[src/rtl/uart_pkg.sv]
// Shared types for the console UART transmitter: FSM state encoding and frame geometry.
package uart_pkg;

  typedef enum logic [2:0] {IDLE, START, DATA, PARITY, STOP} uart_tx_state_t;

  localparam int FRAME_DATA_BITS = 8;

  function automatic logic even_parity(input logic [FRAME_DATA_BITS-1:0] b);
    return ^b;
  endfunction

endpackage

[src/rtl/uart_tx_if.sv]
// Byte-strobe and status bundle between the data RAM's UART tap (master) and uart_tx (slave).
interface uart_tx_if;
  import uart_pkg::*;

  logic [FRAME_DATA_BITS-1:0] i_write_uart;
  logic                       i_write_uart_en;
  logic                       o_tx;
  logic                       o_busy;
  logic                       o_full;
  logic                       o_overflow;

  modport master (
    output i_write_uart, i_write_uart_en,
    input  o_tx, o_busy, o_full, o_overflow
  );

  modport slave (
    input  i_write_uart, i_write_uart_en,
    output o_tx, o_busy, o_full, o_overflow
  );

endinterface

[src/rtl/uart_tx_fifo.sv]
// Synchronous byte FIFO for uart_tx; push and pop may coincide at any fill level,
// including full, and a pop on empty is ignored.
module uart_tx_fifo #(
  parameter int DEPTH = 16,
  parameter int WIDTH = 8
) (
  input  logic                       clk,
  input  logic                       rst_n,
  input  logic                       push,
  input  logic [WIDTH-1:0]           din,
  input  logic                       pop,
  output logic [WIDTH-1:0]           dout,
  output logic                       full,
  output logic                       empty,
  output logic [$clog2(DEPTH):0]     count
);

  localparam int AW = $clog2(DEPTH);

  logic [WIDTH-1:0] mem [DEPTH];
  logic [AW-1:0]    wr_ptr;
  logic [AW-1:0]    rd_ptr;
  logic [AW:0]      cnt;
  logic             wr_en;
  logic             rd_en;

  assign full  = (cnt == (AW+1)'(DEPTH));
  assign empty = (cnt == '0);
  assign count = cnt;
  assign dout  = mem[rd_ptr];

  // A full FIFO still accepts a write when the head leaves on the same edge.
  assign rd_en = pop && !empty;
  assign wr_en = push && (!full || rd_en);

  always_ff @(posedge clk or negedge rst_n) begin
    if (!rst_n) begin
      wr_ptr <= '0;
      rd_ptr <= '0;
      cnt    <= '0;
    end else begin
      if (wr_en) wr_ptr <= wr_ptr + 1'b1;
      if (rd_en) rd_ptr <= rd_ptr + 1'b1;
      case ({wr_en, rd_en})
        2'b10:   cnt <= cnt + 1'b1;
        2'b01:   cnt <= cnt - 1'b1;
        default: cnt <= cnt;
      endcase
    end
  end

  always_ff @(posedge clk) begin
    if (wr_en) mem[wr_ptr] <= din;
  end

endmodule

[src/rtl/uart_tx.sv]
// Console UART transmitter: buffers byte strobes and sends them LSB-first as 8N1 frames.
// UART_TX_PARITY_EN adds an even-parity bit (8E1); UART_TX_SIM_ECHO echoes bytes in simulation.
module uart_tx
  import uart_pkg::*;
#(
  parameter int CLKS_PER_BIT = 434,
  parameter int FIFO_DEPTH   = 16
) (
  input  logic     clk,
  input  logic     rst_n,
  uart_tx_if.slave bus
);

  localparam int BW = $clog2(CLKS_PER_BIT);
  localparam int CW = $clog2(FIFO_DEPTH) + 1;
  localparam logic [BW-1:0] BAUD_LAST = BW'(CLKS_PER_BIT - 1);
  localparam logic [2:0]    LAST_BIT  = 3'(FRAME_DATA_BITS - 1);

  uart_tx_state_t             state_q;
  logic [BW-1:0]              baud_q;
  logic [2:0]                 bit_idx_q;
  logic [FRAME_DATA_BITS-1:0] shift_q;
  logic                       tx_q;
  logic                       ovf_q;
`ifdef UART_TX_PARITY_EN
  logic                       par_q;
`endif

  logic [FRAME_DATA_BITS-1:0] fifo_dout;
  logic                       fifo_full;
  logic                       fifo_empty;
  logic [CW-1:0]              fifo_count;
  logic                       baud_wrap;
  logic                       pop;

  uart_tx_fifo #(
    .DEPTH (FIFO_DEPTH),
    .WIDTH (FRAME_DATA_BITS)
  ) u_fifo (
    .clk   (clk),
    .rst_n (rst_n),
    .push  (bus.i_write_uart_en),
    .din   (bus.i_write_uart),
    .pop   (pop),
    .dout  (fifo_dout),
    .full  (fifo_full),
    .empty (fifo_empty),
    .count (fifo_count)
  );

  assign baud_wrap = (baud_q == BAUD_LAST);
  // Popping at the end of STOP chains frames with no idle cycle in between.
  assign pop = !fifo_empty && ((state_q == IDLE) || (state_q == STOP && baud_wrap));

  assign bus.o_tx       = tx_q;
  assign bus.o_busy     = (state_q != IDLE) || (fifo_count != '0);
  assign bus.o_full     = fifo_full;
  assign bus.o_overflow = ovf_q;

  always_ff @(posedge clk or negedge rst_n) begin
    if (!rst_n) begin
      state_q   <= IDLE;
      baud_q    <= '0;
      bit_idx_q <= '0;
      tx_q      <= 1'b1;
    end else begin
      if (state_q == IDLE || baud_wrap) baud_q <= '0;
      else                              baud_q <= baud_q + 1'b1;

      case (state_q)
        IDLE: begin
          tx_q <= 1'b1;
          if (pop) begin
            state_q <= START;
            tx_q    <= 1'b0;
          end
        end
        START: begin
          if (baud_wrap) begin
            state_q   <= DATA;
            bit_idx_q <= '0;
            tx_q      <= shift_q[0];
          end
        end
        DATA: begin
          if (baud_wrap) begin
            if (bit_idx_q == LAST_BIT) begin
`ifdef UART_TX_PARITY_EN
              state_q <= PARITY;
              tx_q    <= par_q;
`else
              state_q <= STOP;
              tx_q    <= 1'b1;
`endif
            end else begin
              bit_idx_q <= bit_idx_q + 3'd1;
              tx_q      <= shift_q[1];
            end
          end
        end
`ifdef UART_TX_PARITY_EN
        PARITY: begin
          if (baud_wrap) begin
            state_q <= STOP;
            tx_q    <= 1'b1;
          end
        end
`endif
        STOP: begin
          if (baud_wrap) begin
            if (pop) begin
              state_q <= START;
              tx_q    <= 1'b0;
            end else begin
              state_q <= IDLE;
              tx_q    <= 1'b1;
            end
          end
        end
        default: begin
          state_q <= IDLE;
          tx_q    <= 1'b1;
        end
      endcase
    end
  end

  // Data path: loaded at pop, no reset needed since it is only read inside a frame.
  always_ff @(posedge clk) begin
    if (pop) begin
      shift_q <= fifo_dout;
`ifdef UART_TX_PARITY_EN
      par_q   <= even_parity(fifo_dout);
`endif
    end else if (state_q == DATA && baud_wrap) begin
      shift_q <= shift_q >> 1;
    end
  end

  always_ff @(posedge clk or negedge rst_n) begin
    if (!rst_n) ovf_q <= 1'b0;
    else if (bus.i_write_uart_en && fifo_full && !pop) ovf_q <= 1'b1;
  end

`ifdef UART_TX_SIM_ECHO
  always @(posedge clk) begin
    if (pop) $write("%c", fifo_dout);
  end
`endif

endmodule

[src/flat_wrapper.sv]
// flat-port wrapper written by rule: the top's interface ports become plain ports
module uart_tx_flat import uart_pkg::*;
#(
  parameter int CLKS_PER_BIT = 434,
  parameter int FIFO_DEPTH   = 16
)
  (clk, rst_n, bus_i_write_uart, bus_i_write_uart_en, bus_o_tx, bus_o_busy, bus_o_full, bus_o_overflow);
  uart_tx_if bus_i ();
  input  logic clk;
  input  logic rst_n;
  input wire logic [$bits(bus_i.i_write_uart)-1:0] bus_i_write_uart;
  input wire logic [$bits(bus_i.i_write_uart_en)-1:0] bus_i_write_uart_en;
  output wire logic [$bits(bus_i.o_tx)-1:0] bus_o_tx;
  output wire logic [$bits(bus_i.o_busy)-1:0] bus_o_busy;
  output wire logic [$bits(bus_i.o_full)-1:0] bus_o_full;
  output wire logic [$bits(bus_i.o_overflow)-1:0] bus_o_overflow;
  assign bus_i.i_write_uart = bus_i_write_uart;
  assign bus_i.i_write_uart_en = bus_i_write_uart_en;
  assign bus_o_tx = bus_i.o_tx;
  assign bus_o_busy = bus_i.o_busy;
  assign bus_o_full = bus_i.o_full;
  assign bus_o_overflow = bus_i.o_overflow;
  uart_tx #(.CLKS_PER_BIT(CLKS_PER_BIT), .FIFO_DEPTH(FIFO_DEPTH)) u_core (.clk(clk), .rst_n(rst_n), .bus(bus_i));
endmodule
[config.mk]
export PLATFORM = sky130hd
export DESIGN_NAME = uart_tx_flat
export DESIGN_NICKNAME = d
export VERILOG_FILES = /design/src/rtl/uart_pkg.sv /design/src/rtl/uart_tx_if.sv /design/src/rtl/uart_tx_fifo.sv /design/src/rtl/uart_tx.sv /design/src/flat_wrapper.sv
export SDC_FILE = /design/constraint.sdc
export NUM_CORES = 1
export LEC_CHECK = 0
export CAP_MARGIN = 15
export CORE_MARGIN = 1
export CORE_UTILIZATION = 55
export DETAILED_ROUTE_END_ITERATION = 6
export GPL_ROUTABILITY_DRIVEN = 0
export GPL_TIMING_DRIVEN = 0
export PLACE_DENSITY = 0.72
export SLEW_MARGIN = 20
export SYNTH_ARGS = -nofsm -noshare
export SYNTH_HDL_FRONTEND = slang
export SYNTH_SLANG_ARGS = --single-unit
[constraint.sdc]
create_clock -name clk -period 5.6 [get_ports clk]
set_input_delay 0.56 -clock clk [delete_from_list [all_inputs] [get_ports clk]]
set_output_delay 0.56 -clock clk [all_outputs]
set_load 0.03 [all_outputs]
; Yosys cells after proc, flatten, opt, wreduce, memory -nomap -nowiden
; Memory sizes are Yosys's and may differ from the RTL's.
; Index checks and enable logic that the tools add are counted.
[totals]
mem_count = 1
input_bits = 11
latch_bits = 0
wordCells = 77
register_bits = 38
output_inout_bits = 4
mem_bits_ro = 0
mem_bits_rw = 128
[op_classes]
reduce_logical = 24
bitwise = 0
n_eq_ne = 14
n_mux = 23
multipliers = 0
n_lt_le_gt_ge = 0
div_mod_pow = 0
add_sub_neg = 6
n_shift = 0
[memory_table]
columns = memory, words, width, read_ports, rd_ports_with_merged_regs, wr, line_no
row1 = u_core.u_fifo.mem, 16, 8, 1, 0, 1, uart_tx_fifo.sv:20  ; logic [WIDTH-1:0] mem [DEPTH];
[op_table]
columns = operator, n
row1 = 2-to-1 mux 3 bit, 8
row2 = 2-to-1 mux 8 bit, 2
row3 = case mux 3 bit (4 select lines), 1
row4 = "inequality test 2 x 1 -> 1 bit, second input constant", 5
row5 = case mux 5 bit (2 select lines), 1
row6 = "adder 9 x 1 -> 9 bit, second input constant", 1
row7 = "== test 9 bit, second input constant", 1
row8 = 2-to-1 mux 9 bit, 1
row9 = "adder 4 x 1 -> 4 bit, second input constant", 2
row10 = 2-to-1 mux 1 bit, 8
row11 = logical AND 1 bit, 7
row12 = "== test 3 bit, second input constant", 2
row13 = case mux 3 bit (2 select lines), 1
row14 = nonzero test 2 bit, 3
row15 = "adder 5 x 1 -> 5 bit, second input constant", 1
row16 = "== test 5 bit, second input constant", 1
row17 = logical NOT 5 bit, 1
row18 = AND reduction 5 bit, 1
row19 = nonzero test 5 bit, 1
row20 = "subtractor 5 x 1 -> 5 bit, second input constant", 1
row21 = logical OR 1 bit, 4
row22 = case mux 1 bit (4 select lines), 1
row23 = AND reduction 4 bit, 1
row24 = "adder 3 x 1 -> 3 bit, second input constant", 1
row25 = 9 further kinds, 11

; Longest topological paths before layout
; Gate-level depths: netlist of run 1.
[depth]
ltp_word = 9
ltp_mapped = 11

; Hierarchy
; From an unflattened synthesis of run 1, not the netlist that was laid out.
[unflattened]
hier_cells = 416
area_unflattened_um2 = 7046.8
[by_module_without_submodules]
columns = mod, seq_area_each_um2, n_inst, cells_each, area_per_inst_um2
row1 = uart_tx_fifo, 4169.0, 1, 302, 5748.0
row2 = uart_tx, 666.9, 1, 114, 1298.7

; Least setup slack after synthesis of run 1
; No wires, ideal clock.
[synth_path]
path_kind = register to register
from = register u_core.baud_q[2]
to = memory u_core.u_fifo.mem[3][0], enable pin
arrival_ns = 2.299
path_buffers = 2
setup_slack_ns = 2.906
synth_period_minus_slack_ns = 2.694
required_time_ns = 5.205
stages_incl_launch_ff = 7
cell_sequence = dfrtp_1 -> nor4b_2 -> and2_1 -> clkbuf_1 -> o221ai_1 -> buf_4 -> nor4_1
[synth_between]
elab_chain_cells = 9
[synth_lines]
columns = element, line_no
row1 = "start, declared", uart_tx.sv:20  ; logic [BW-1:0] baud_q;
row2 = "start signal, assigned", uart_tx.sv:68  ; else baud_q <= baud_q + 1'b1;
row3 = == test 9 bit, uart_tx.sv:51  ; assign baud_wrap = (baud_q == BAUD_LAST);
row4 = logical AND 1 bit, uart_tx.sv:53  ; assign pop = !fifo_empty && ((state_q == IDLE) || (state_q == STOP && baud_wrap));
row5 = logical OR 1 bit, uart_tx.sv:53
row6 = logical AND 1 bit, uart_tx.sv:53
row7 = logical AND 1 bit, uart_tx_fifo.sv:33  ; assign rd_en = pop && !empty;
row8 = logical OR 1 bit, uart_tx_fifo.sv:34  ; assign wr_en = push && (!full || rd_en);
row9 = logical AND 1 bit, uart_tx_fifo.sv:34
row10 = 2-to-1 mux 1 bit, uart_tx_fifo.sv:53  ; if (wr_en) mem[wr_ptr] <= din;
row11 = 2-to-1 mux 1 bit (implied by the code), uart_tx_fifo.sv:53
row12 = "end, declared", uart_tx_fifo.sv:20
; Every way passes these cells.

; Final worst setup path of run 1
[layout_path]
from = register u_core.baud_q[0]
to = register u_core.u_fifo.cnt[4] (netlist: u_core.u_fifo.count[4])
[layout_between]
elab_chain_cells = 9
elab_cells_between_ends = 11
[layout_lines]
columns = element, line_no
row1 = == test 9 bit *, uart_tx.sv:51
row2 = logical AND 1 bit *, uart_tx.sv:53
row3 = logical OR 1 bit *, uart_tx.sv:53
row4 = logical AND 1 bit *, uart_tx.sv:53
row5 = logical AND 1 bit *, uart_tx_fifo.sv:33
row6 = logical OR 1 bit, uart_tx_fifo.sv:34
row7 = logical AND 1 bit, uart_tx_fifo.sv:34
row8 = == test 2 x 1 -> 1 bit or == test 2 bit (tied branches), uart_tx_fifo.sv:44  ; case ({wr_en, rd_en})
row9 = case mux 5 bit (2 select lines) or nonzero test 2 bit (tied branches), -
row10 = "end signal, assigned", uart_tx_fifo.sv:45  ; 2'b10: cnt <= cnt + 1'b1;
row11 = "end signal, assigned", uart_tx_fifo.sv:46  ; 2'b01: cnt <= cnt - 1'b1;
row12 = "end signal, assigned", uart_tx_fifo.sv:47  ; default: cnt <= cnt;
row13 = "end, declared", uart_tx_fifo.sv:23  ; logic [AW:0] cnt;
; Every way passes the cells marked *; elsewhere a longest branch is shown, timed or not.
; A chain may end at the register's enable or synchronous reset.

==> out/qor.csv, run 1 <==
metric;value;unit
outcome;finished, final reports clean;
Max Clk Rate;331.1;MHz
layout cells sized above 1;19.39;%
router iterations before antenna repair;5;
final WL;13160;um
Die Ht;114.7;um
Worst-Skew Late Latency;430;ps
Setup crit end kind;register;
Pleak;2.672;nW
most frequent cell after synthesis;edfxtp_1;
#FFs+latches synth;166;
# IOs;15;
largest cells by area after synthesis;edfxtp_1 58%, mux4_2 11%, dfrtp_1 10%;
first-pass GRT wire length;21300;um
final setup fails;0;
post-layout min period;3021;ps
cts repair resizes;0;
DP Wirelength;8791;um
RSZ-0062 raised after global routing;no;
largest net degree at the start of global routing;31;
Max Slew Vio Count;0;
Die X;114.7;um
Post-Syn Instances;413;
Avg Vias per Cell;5.939;
Worst EP required;5890;ps
worst min-delay path class;primary input to asynchronous set/reset pin;
post-route antenna net violation count;0;
DP Area;7345;um^2
count of input and output buffers;14;
share of the synthesized area in the top cell type;58.44;%
Mapped Nets;435;
clk buf depth;2;
Async S/R FF share, synth;18.07;%
Root Driver;clkbuf_16;
GR Overflow Total;0;
CTS sink cnt;166;
Hold Vio Cnt, Final;0;
Post-CTS Setup Bufs;0;
CTS buffer count;17;
worst path arrival time;3320;ps
Rows;40;
Top FF cell, synth;edfxtp_1;
leading area contributor after synthesis;edfxtp_1;
Pwr Density;415.9;nW/um^2
# diodes;0;
Synth Area per Inst;16.92;um^2
Post-Layout Inst Area;7883;um^2
worst reg-to-reg setup slack;2580;ps
final setup TNS;0;ps
initial drt markers;333;
initial antenna violation count;0;
Core Region;12210;um^2
area delta synth->final;12.80;%
crit-path max FO;8;
part of the Yosys area used for sequential elements;69.20;%
Nets;469;
VDD IR-drop max;0.3837;mV
H-Tree Level Count;4;
Post-Syn Area;6988;um^2
number of global-route vias before repair;3804;
drt drc;0;
Worst-path clk slew;60;ps
Initial Util;57.22;%
library cells used by synthesis;47;
die area;13160;um^2
yosys warns;0;
TritonCTS clock tree;yes;
CP startpoint kind;register;
vias after detailed routing;3724;
global-route usage over all layers;23.01;%
Worst-Margin Slew;756.6;ps
ratio of final minimum period to clock period;53.94;%
number of synthesized flops with an enable pin;136;
Post-CTS Hold Fix Bufs;0;
WL/cell;20.99;um
commonest cells in the netlist;136 x edfxtp_1, 33 x mux4_2, 29 x dfrtp_1;
skew final;12.93;ps
max cap viols;0;
worst setup path category;register to register;
slew margin rel.;49.37;%
final timing paths:
path                                                   start                                 end  cells after the start
min                                                    rst_n          u_core.baud_q[4]$_DFF_PN0_                      1
min in group clk           u_core.bus.o_overflow$_DFFE_PN0P_   u_core.bus.o_overflow$_DFFE_PN0P_                      1
max reg2reg                       u_core.baud_q[0]$_DFF_PN0_  u_core.u_fifo.count[4]$_DFFE_PN0P_                     10
max                               u_core.baud_q[0]$_DFF_PN0_  u_core.u_fifo.count[4]$_DFFE_PN0P_                     10
max in group asynchronous                              rst_n  u_core.u_fifo.count[4]$_DFFE_PN0P_                      1
min reg2reg                u_core.bus.o_overflow$_DFFE_PN0P_   u_core.bus.o_overflow$_DFFE_PN0P_                      1
cells by family after synthesis:
kind of cell	Yosys count	synth area share [%]
buf+inv	30	1.862
compound gates	50	4.817
xor+xnor	18	2.256
simple gates	92	7.090
fa+ha+maj	11	1.970
mux	46	12.80
flops	166	69.20
critical path, stage by stage (launching register included):
cell and delay (ps):
dfrtp_1 400, ha_1 200, and4_1 170, a21oi_1 620, nor2_1 280, xor2_1 210
ha_1 270, or3_1 320, a21oi_1 150, a22oi_1 110, xnor2_1 150
through the flow:
stage	hold WS, ps	util, %	instances	setup WS, ps	power (mW)
after CTS	194.8	64.55	627	2615	3.305
final	185.7	64.55	627	2579	3.279
after global placement	459.6	60.09	595	1807	2.198
after detailed placement	466.4	60.14	596	2371	2.239
after global routing	228.4	64.55	627	2407	3.426
after floorplan	264.4	-	413	2906	2.047
area by class of cell:
class / count / area [um^2]
tap: 168 / 210.2
clock inverter: 12 / 105.1
inverter: 7 / 26.28
sequential: 166 / 4836
buffer: 23 / 103.9
timing repair buffer: 15 / 140.1
multi-input combinational: 217 / 2028
fill: 893 / 4329
clock buffer: 19 / 432.9
flip-flops by register name (all words and copies together), names as in the netlist, 3 cells and up:
| name | cells |
|---|---|
| u_core.bit_idx_q | 3 |
| u_core.u_fifo.count | 5 |
| u_core.state_q | 3 |
| u_core.u_fifo.mem | 128 |
| u_core.u_fifo.wr_ptr | 4 |
| u_core.baud_q | 9 |
| u_core.u_fifo.rd_ptr | 4 |
| u_core.shift_q | 8 |
cells in the final DEF, fill, tap and decap left out, drive strengths merged, types with 12 or more instances in the layout:
| cell type | count |
|---|---|
| clkdlybuf4s50 | 13 |
| nand2 | 16 |
| nor2 | 25 |
| clkbuf | 35 |
| a22oi | 17 |
| edfxtp | 136 |
| mux4 | 33 |
| nand3 | 12 |
| dfrtp | 29 |
power breakdown:
group	switching [mW]	total (mW)	leakage (nW)	internal [mW]
combinational	0.347	0.624	0.819	0.278
sequential	0.0905	1.59	1.60	1.50
clock	0.457	1.06	0.255	0.607
metal layers:
layer	vias to the layer above	GRT usage (%)	part of all wire, %
li1	1694	-	-
met5	-	0	0
met2	125	37.21	51
met4	0	7.792	1.2
met1	1888	31.19	42
met3	17	5.453	5.9
No activity file was read; power rests on OpenSTA's default activity.
==> inputs of run 2 (changes only) <==
Clock period 5.6 ns to 3.15 ns, I/O delays scaled along.
==> run 2 against run 1 <==
Combinational power is 79% higher. Sequential share of layout area shrank 0.17 points. Non-clock buffer count increased by 1. Core utilization grew 0.18 points. Critical path depth unchanged. Design area rose by 0.29%. Global-route usage unchanged. Via count increased by 0.59%. Worst hold slack improved by 290 ps. Routed wire length rose by 0.21%.
==> out/qor.csv, run 2 (same netlist as run 1, synthesis figures left out) <==
metric;value;unit
outcome;finished, final reports clean;
final core utilization;64.73;%
final WL;13190;um
TritonCTS clock tree;yes;
CTS sink cnt;166;
number of global-route vias before repair;3804;
max cap viols;0;
final setup fails;0;
post-route antenna net violation count;0;
Initial Util;57.22;%
CP max stage delay;620;ps
die area;13160;um^2
DP Wirelength;8791;um
worst path arrival time;3310;ps
Placed Cells;596;
Nets;470;
final cell count without fillers;628;
area delta synth->final;13.12;%
Avg Vias per Cell;5.965;
Max Slew Vio Count;0;
H-Tree Level Count;4;
crit path max-delay cell type;a21oi_1;
crit-path cells;ha_1, and4_1, a21oi_1, nor2_1, xor2_1, ha_1, or3_1, a21oi_1, a22oi_1, xnor2_1;
initial drt markers;375;
crit-path max FO;8;
worst min-delay path class;primary input to asynchronous set/reset pin;
slew margin rel.;48.49;%
Worst-path clk slew;60;ps
post-layout min period;3014;ps
vias after detailed routing;3746;
Pwr Density;739.4;nW/um^2
Core Region;12210;um^2
Largest Register;u_core.u_fifo.mem;
global-route usage over all layers;23.01;%
Worst-Margin Slew;769.7;ps
Die Ht;114.7;um
Worst-Skew Late Latency;430;ps
Max Clk Rate;331.8;MHz
Root Driver;clkbuf_16;
most common cell after layout, fill and taps aside;edfxtp_1;
WL/cell;21.00;um
most frequent cells in the layout;136 x edfxtp_1, 33 x mux4_2, 29 x dfrtp_1;
max FFs per register;128;
ratio of final minimum period to clock period;95.69;%
CP startpoint kind;register;
pre-CTS setup slack;166.4;ps
Pleak;2.680;nW
Pwr Total;5.845;mW
router iterations before antenna repair;5;
layout cells sized above 1;20.00;%
FILL cells;893;
Post-CTS Setup Bufs;0;
Rows;40;
clk buf depth;2;
RSZ-0062 raised after global routing;yes;
initial antenna violation count;0;
Die X;114.7;um
# IOs;15;
worst setup path category;register to register;
first-pass GRT wire length;21300;um
CTS buffer count;17;
count of input and output buffers;14;
# diodes;0;
drt drc;0;
VDD IR-drop max;0.6383;mV
setup ws final;135.7;ps
GR Overflow Total;0;
skew final;12.15;ps
largest net degree at the start of global routing;31;
Largest regs;u_core.u_fifo.mem x128, u_core.baud_q x9, u_core.shift_q x8;
final setup TNS;0;ps
Setup crit end kind;register;
Worst EP required;3450;ps
Hold Vio Cnt, Final;0;
==> run 2: cell count changes in the layout (fill, tap and decap cells not counted) <==
cell	delta
dlygate4sd3_1	+1
nor4_2	-1
nor4_4	+1
and2_2	+3
and2_1	-3
==> run 2: final timing paths <==
check	startpoint	end	cells past startpoint	slack [ps]
worst max register to register	u_core.baud_q[0]$_DFF_PN0_	u_core.u_fifo.count[4]$_DFFE_PN0P_	10	140
max in group asynchronous	rst_n	u_core.u_fifo.wr_ptr[2]$_DFFE_PN0P_	2	2220
worst max-delay path	u_core.baud_q[0]$_DFF_PN0_	u_core.u_fifo.count[4]$_DFFE_PN0P_	10	140
min in group clk	u_core.bus.o_overflow$_DFFE_PN0P_	u_core.bus.o_overflow$_DFFE_PN0P_	1	480
worst min-delay path	rst_n	u_core.baud_q[4]$_DFF_PN0_	2	480
worst min register to register	u_core.bus.o_overflow$_DFFE_PN0P_	u_core.bus.o_overflow$_DFFE_PN0P_	1	480
==> run 2: repair_timing <==
action | CTS | global route
resized for setup | 0 | 4
hold buffers | 1 | 0
endpoints found under the setup margin | 0 | 28
hold endpoints to repair | 29 | 0
==> run 2: where the power goes <==
group | total [mW] | internal, mW | leakage (nW) | switching (mW)
combinational | 1.12 | 0.498 | 0.827 | 0.625
clock | 1.89 | 1.08 | 0.255 | 0.815
sequential | 2.83 | 2.67 | 1.60 | 0.161
total | 5.84 | 4.24 | 2.68 | 1.60
==> run 2: area by class of cell <==
| cell class | count | area [um^2] | share of cell area, % |
|---|---|---|---|
| clock buffer | 19 | 432.9 | 5.476 |
| sequential | 166 | 4836 | 61.17 |
| inverter | 7 | 26.28 | 0.3324 |
| timing repair buffer | 16 | 150.1 | 1.899 |
| buffer | 23 | 103.9 | 1.314 |
| multi-input combinational | 217 | 2041 | 25.82 |
| tap | 168 | 210.2 | 2.659 |
| clock inverter | 12 | 105.1 | 1.330 |
==> run 2: through the flow <==
stage               hold slack [ps]  area (um^2)
floorplan                     19.41         6988
global placement              459.6         7338
detailed placement            405.8         7345
CTS                           484.9         7893
global route                  494.0         7905
finish                        478.8         7905
==> run 2: routing by layer <==
| layer | global-route usage, % | vias up | part of all wire, % |
|---|---|---|---|
| met2 | 37.21 | 117 | 52 |
| met5 | 0 | - | 0 |
| met1 | 31.19 | 1913 | 42 |
| met4 | 7.792 | 0 | 1.2 |
| met3 | 5.453 | 17 | 4.9 |
| li1 | - | 1699 | - |
==> run 2: critical path: cells and delay by family (launching register included) <==
kind                       cells  cell delay, ps
adders and majority gates      2             470
DFF                            1             410
and+or+nand+nor                3             770
xor gates and xnor gates       2             360
AOI/OAI and AO/OA              3             880
==> inputs of run 3 (changes only) <==
Settings changed: CAP_MARGIN 15 to default.
==> results of run 3 <==
The final DEF is identical to that of run 2; final timing and power are the same.
